--- src/rtl/ft245_sff_device.sv ---
// ft245_sff_device: device-side model of the FT245 synchronous FIFO interface.
// The RX FIFO is loaded from the host port and read by the FPGA through
// RXFn/OEn/RDn; the TX FIFO is written by the FPGA through TXEn/WRn and drained
// on the host port. RXFn/TXEn are registered from next-cycle occupancy so they
// already reflect the push and pop taken on the same edge.
module ft245_sff_device #(
    parameter int RX_DEPTH = 16,
    parameter int TX_DEPTH = 16
) (
    input  logic                        i_clk,
    input  logic                        i_rstn,
    output logic                        o_rxfn,
    output logic                        o_txen,
    input  logic                        i_rdn,
    input  logic                        i_wrn,
    input  logic                        i_oen,
    output logic [7:0]                  o_dout,
    output logic                        o_doe,
    input  logic [7:0]                  i_din,
    input  logic [7:0]                  i_host_tx_data,
    input  logic                        i_host_tx_valid,
    output logic                        o_host_tx_ready,
    output logic [7:0]                  o_host_rx_data,
    output logic                        o_host_rx_valid,
    input  logic                        i_host_rx_ready,
    output logic [$clog2(RX_DEPTH):0]   o_rx_level,
    output logic [$clog2(TX_DEPTH):0]   o_tx_level,
    output logic                        o_rd_err,
    output logic                        o_wr_err
);

    localparam int RAW = $clog2(RX_DEPTH);
    localparam int TAW = $clog2(TX_DEPTH);
    localparam int RLW = RAW + 1;
    localparam int TLW = TAW + 1;
    localparam logic [RLW-1:0] RX_FULL = RLW'(RX_DEPTH);
    localparam logic [TLW-1:0] TX_FULL = TLW'(TX_DEPTH);

    // RX path state
    logic [7:0]     r_rx_mem [RX_DEPTH];
    logic [RAW-1:0] r_rx_wp;
    logic [RAW-1:0] r_rx_rp;
    logic [RLW-1:0] r_rx_level;
    logic [RLW-1:0] w_rx_level_nxt;
    logic           r_rxfn;

    // TX path state
    logic [7:0]     r_tx_mem [TX_DEPTH];
    logic [TAW-1:0] r_tx_wp;
    logic [TAW-1:0] r_tx_rp;
    logic [TLW-1:0] r_tx_level;
    logic [TLW-1:0] w_tx_level_nxt;
    logic           r_txen;

    logic           r_rd_err;
    logic           r_wr_err;

    logic           w_rx_push;
    logic           w_rx_pop;
    logic           w_tx_write;
    logic           w_tx_drain;
    logic           w_rd_err;
    logic           w_wr_err;

    // Transfer qualifiers; pops and writes are gated by the registered flags,
    // and a write with OEn low is bus contention and therefore dropped.
    assign w_rx_push  = i_host_tx_valid & o_host_tx_ready;
    assign w_rx_pop   = ~i_rdn & ~i_oen & ~r_rxfn;
    assign w_rd_err   = ~i_rdn & (r_rxfn | i_oen);
    assign w_tx_write = ~i_wrn & ~r_txen & i_oen;
    assign w_wr_err   = ~i_wrn & (r_txen | ~i_oen);
    assign w_tx_drain = i_host_rx_ready & o_host_rx_valid;

    assign o_rxfn          = r_rxfn;
    assign o_txen          = r_txen;
    assign o_dout          = r_rx_mem[r_rx_rp];
    assign o_doe           = ~i_oen;
    assign o_host_tx_ready = (r_rx_level != RX_FULL);
    assign o_host_rx_data  = r_tx_mem[r_tx_rp];
    assign o_host_rx_valid = (r_tx_level != {TLW{1'b0}});
    assign o_rx_level      = r_rx_level;
    assign o_tx_level      = r_tx_level;
    assign o_rd_err        = r_rd_err;
    assign o_wr_err        = r_wr_err;

    // Next RX occupancy: simultaneous push and pop leave the level unchanged.
    always_comb begin
        w_rx_level_nxt = r_rx_level;
        case ({w_rx_push, w_rx_pop})
            2'b10:   w_rx_level_nxt = r_rx_level + RLW'(1);
            2'b01:   w_rx_level_nxt = r_rx_level - RLW'(1);
            default: w_rx_level_nxt = r_rx_level;
        endcase
    end

    // Next TX occupancy: simultaneous write and drain leave the level unchanged.
    always_comb begin
        w_tx_level_nxt = r_tx_level;
        case ({w_tx_write, w_tx_drain})
            2'b10:   w_tx_level_nxt = r_tx_level + TLW'(1);
            2'b01:   w_tx_level_nxt = r_tx_level - TLW'(1);
            default: w_tx_level_nxt = r_tx_level;
        endcase
    end

    // RX storage write; contents are don't-care after reset, so no reset here.
    always_ff @(posedge i_clk) begin
        if (i_rstn && w_rx_push) begin
            r_rx_mem[r_rx_wp] <= i_host_tx_data;
        end
    end

    // TX storage write; contents are don't-care after reset, so no reset here.
    always_ff @(posedge i_clk) begin
        if (i_rstn && w_tx_write) begin
            r_tx_mem[r_tx_wp] <= i_din;
        end
    end

    // RX pointers, level and RXFn flag.
    always_ff @(posedge i_clk) begin
        if (!i_rstn) begin
            r_rx_wp    <= {RAW{1'b0}};
            r_rx_rp    <= {RAW{1'b0}};
            r_rx_level <= {RLW{1'b0}};
            r_rxfn     <= 1'b1;
        end else begin
            if (w_rx_push) begin
                r_rx_wp <= r_rx_wp + RAW'(1);
            end
            if (w_rx_pop) begin
                r_rx_rp <= r_rx_rp + RAW'(1);
            end
            r_rx_level <= w_rx_level_nxt;
            r_rxfn     <= (w_rx_level_nxt == {RLW{1'b0}});
        end
    end

    // TX pointers, level and TXEn flag; TXEn is held high through reset.
    always_ff @(posedge i_clk) begin
        if (!i_rstn) begin
            r_tx_wp    <= {TAW{1'b0}};
            r_tx_rp    <= {TAW{1'b0}};
            r_tx_level <= {TLW{1'b0}};
            r_txen     <= 1'b1;
        end else begin
            if (w_tx_write) begin
                r_tx_wp <= r_tx_wp + TAW'(1);
            end
            if (w_tx_drain) begin
                r_tx_rp <= r_tx_rp + TAW'(1);
            end
            r_tx_level <= w_tx_level_nxt;
            r_txen     <= (w_tx_level_nxt == TX_FULL);
        end
    end

    // Sticky protocol-error flags, cleared only by reset.
    always_ff @(posedge i_clk) begin
        if (!i_rstn) begin
            r_rd_err <= 1'b0;
            r_wr_err <= 1'b0;
        end else begin
            r_rd_err <= r_rd_err | w_rd_err;
            r_wr_err <= r_wr_err | w_wr_err;
        end
    end

endmodule

--- config.mk ---
export PLATFORM = sky130hd
export DESIGN_NAME = ft245_sff_device
export DESIGN_NICKNAME = d
export VERILOG_FILES = /design/src/rtl/ft245_sff_device.sv
export SDC_FILE = /design/constraint.sdc
export NUM_CORES = 1
export LEC_CHECK = 0
export BUFFER_PORTS_ARGS = -buffer_cell sky130_fd_sc_hd__buf_2
export CORE_AREA = 2 2 174 176
export CTS_CLUSTER_DIAMETER = 120
export DETAILED_ROUTE_END_ITERATION = 12
export DIE_AREA = 0 0 176 178
export PLACE_DENSITY_LB_ADDON = 0.15
export SLEW_MARGIN = 10
export SYNTH_ARGS = -nofsm -noshare
export SYNTH_HDL_FRONTEND = slang
export SYNTH_SLANG_ARGS = --single-unit
--- constraint.sdc ---
create_clock -name i_clk -period 4.4 [get_ports i_clk]
set_clock_uncertainty 0.15 [all_clocks]
set_input_delay 1.32 -clock i_clk [delete_from_list [all_inputs] [get_ports i_clk]]
set_output_delay 1.32 -clock i_clk [all_outputs]
set_load 0.02 [all_outputs]
==> impl_metrics.py <==
metrics = {
    "timing": {
        "fin_crit_sh": 0.9386,
        "setup_viol": 0,
        "max_freq_mhz": 242.1,
        "rsz0062_at_grt": "no",
        "slew_violations": 0,
        "min_period_ns": 4.130,
        "hold_ws_ns": 0.3216,
        "hold_viol": 0,
        "worst_slack_ns": 0.2700,
        "setup_tns_ns": 0,
        "maxSlewHeadroom": 0.3139,
        "worstMarginPinSlew_ns": 1.025,
    },
    "yosys": {
        "synthCells": 600,
        "yosysWarnings": 0,
        "synth_area_per_cell_um2": 19.36,
        "ys_seq_elements": 294,
        "synth-edff-count": 256,
        "syn_nets": 641,
        "synth.distinct_cells": 47,
        "synthFlopType": "edfxtp_1",
        "synthArstFlopShare": 0,
        "yosysSeqAreaShare": 0.7272,
        "syn_area_um2": 11620,
    },
    "cts": {
        "numCtsBuffers": 30,
        "post_cts_buffers": 0,
        "tritoncts": "built",
        "ctsHoldBuffers": 0,
        "h-tree-depth": 1,
        "post_cts_resized": 0,
        "clock_sinks": 294,
        "clk_latency_ns": 0.54,
        "clock-root-buffer": "clkbuf_16",
        "clk_path_buf_depth": 3,
        "path_clk_slew_ns": 0.06,
    },
    "worst_setup_path": {
        "end_kind": "output port",
        "max_stage_delay_ns": 0.57,
        "crit_path_start_kind": "flip-flop",
        "cpMostUsedCell": "mux4_2",
        "critical_path_class": "reg2out",
        "crit_arrival_ns": 2.66,
        "cp_max_fo": 11,
        "crit_slowest_cell": "dfxtp_2",
        "cp_num_buf_inv": 2,
        "r2r_start": "o_tx_level[1]",
        "crit_family": "multiplexers",
        "critical_path.cell_chain": "buf_4 -> mux4_2 -> mux4_2 -> buf_2",
        "rr_worst_depth": 10,
        "rrSetupSlack_ns": 1.16,
        "critPathRequiredTime_ns": 2.93,
        "timing.rr.end": "o_txen",
    },
    "floorplan": {
        "design.die.area_um2": 31330,
        "die-height_um": 178,
        "num_rows": 63,
        "ios": 56,
        "start_util": 0.3951,
        "core_area_um2": 29400,
        "die_w_um": 176,
    },
    "finish": {
        "area_growth_pct": 15.54,
        "instances_no_fill": 1097,
        "design_area_um2": 13420,
        "final_layout_size_suffix_gt1_frac": 0.3027,
        "fillers": 2506,
        "post-route-util": 0.4565,
        "num-nets-final": 724,
        "antenna_cells": 0,
    },
    "min_path": {
        "hold_depth": 2,
        "min_to": "o_rd_err",
        "hold_class": "reg2reg",
        "hp-start": "o_rd_err",
    },
    "global_routing": {
        "antenna_found_initial": 0,
        "grt_usage": 0.1499,
        "grt_pass1_vias": 5895,
        "grt_overflow_total": 0,
        "grt_pass1_wl_um": 35490,
        "grt_max_degree": 33,
    },
    "flow_run": {
        "cap_violations": 0,
    },
    "detailed_routing": {
        "route.vias.total": 5600,
        "ant_nets": 0,
        "drtIter0Drc": 404,
        "drc": 0,
        "drtPass1Iterations": 4,
        "vias_per_cell": 5.105,
        "wl_per_cell_um": 20.67,
        "wl_um": 22680,
    },
    "power_and_ir_drop": {
        "power.static_leakage_nw": 4.391,
        "p_per_area_nw_per_um2": 473.3,
        "ir_drop_mv": 0.3329,
        "power_mw": 6.353,
    },
    "status": {
        "outcome": "finished, final reports clean",
    },
    "placement": {
        "post-dp-hpwl_um": 15290,
        "io_buffers": 55,
        "place_area_um2": 12490,
        "place_ws_ns": 0.5897,
        "dp_cells": 1041,
        "gp_congestion": 0.7428,
    },
}
## cell usage after synthesis (6+ instances only)
cell type	n	area [um^2]
dfxtp_1	38	760.7
nor2_1	56	210.2
mux4_2	80	1802
buf_2	8	40.04
inv_1	16	60.06
nand2_1	12	45.04
a21oi_1	10	50.05
nand3_1	6	30.03
edfxtp_1	256	7687
ha_1	17	212.7
clkbuf_1	15	56.30
nor3_1	11	55.05
xor2_1	15	131.4
xnor2_1	7	61.31
## worst reg2reg max path, cell delays in order (launching register included)
cell and delay [ns]:
dfxtp_1 0.39, or3_4 0.42, o31a_2 0.36, ha_1 0.30, xor2_1 0.16, ha_1 0.22
a21oi_1 0.07, or3b_2 0.46, a41oi_2 0.18, xnor2_1 0.12, o41ai_2 0.30
## power by group
part / internal [mW] / switching (mW) / leakage [nW]
clock network: 1.40 / 0.980 / 0.460
registers: 3.08 / 0.0767 / 2.61
logic: 0.373 / 0.439 / 1.32
total: 4.86 / 1.50 / 4.39
## state kept, by name, indices dropped and copies added (netlist names), named ones only
register,flops
o_tx_level,5
r_tx_rp,4
o_wr_err,1
o_rxfn,1
r_tx_mem,128
r_rx_rp,4
r_tx_wp,4
r_rx_wp,4
o_rd_err,1
r_rx_mem,128
o_rx_level,5
o_txen,1
## layer usage
layer | part of all wire | GRT usage | routed length, um
met1 | 0.44 | 0.1969 | 9887
met4 | 0.021 | 0.03960 | 483
met2 | 0.51 | 0.2608 | 11490
met3 | 0.036 | 0.02451 | 812
met5 | 0 | 0 | 0
## layout by cell type (no fill, tap or decap), types with 3 or more instances in the layout
master,instances
nand3b_1,3
nor2_1,56
buf_4,22
xor2_1,15
clkbuf_1,13
nand4_1,5
inv_1,16
a21oi_1,10
clkbuf_16,31
edfxtp_1,256
dfxtp_1,36
nand2_1,12
a21o_1,3
mux4_2,80
xnor2_1,7
buf_2,55
clkbuf_8,6
clkinv_2,3
buf_12,3
nand3_1,6
ha_1,17
nor3_1,11
mux2i_1,3
nor4_1,4
## cells by family (layout without fill, tap and decap cells)
family | Yosys count | in the layout | share of synthesized area
compound gates | 23 | 23 | 0.01422
simple gates | 114 | 114 | 0.04761
buf+inv | 45 | 152 | 0.01572
mux | 84 | 84 | 0.1586
fa+ha+maj | 18 | 18 | 0.02003
xor+xnor | 22 | 22 | 0.01659
flops | 294 | 294 | 0.7272
## worst max path at each step
stage	slack, ns	cells past startpoint	to	start
floorplan	0.53	12	o_txen	i_oen
global placement	0.71	12	o_txen	i_oen
detailed placement	0.59	12	o_txen	i_oen
CTS	0.17	4	o_host_rx_data[7]	flip-flop
global route	0.09	4	o_host_rx_data[7]	flip-flop
finish	0.27	4	o_host_rx_data[7]	flip-flop
## final cells by class
type                    count  area (um^2)  share of cell area
well taps                 390        488.0             0.03635
repair buffers             80        500.5             0.03729
clock inverters             5        22.52            0.001678
multi-input cells         261         2987              0.2225
inverters                  16        60.06            0.004474
flip-flops and latches    294         8451              0.6296
clock buffers              51        914.6             0.06814
No activity file was read; power rests on OpenSTA's default activity.
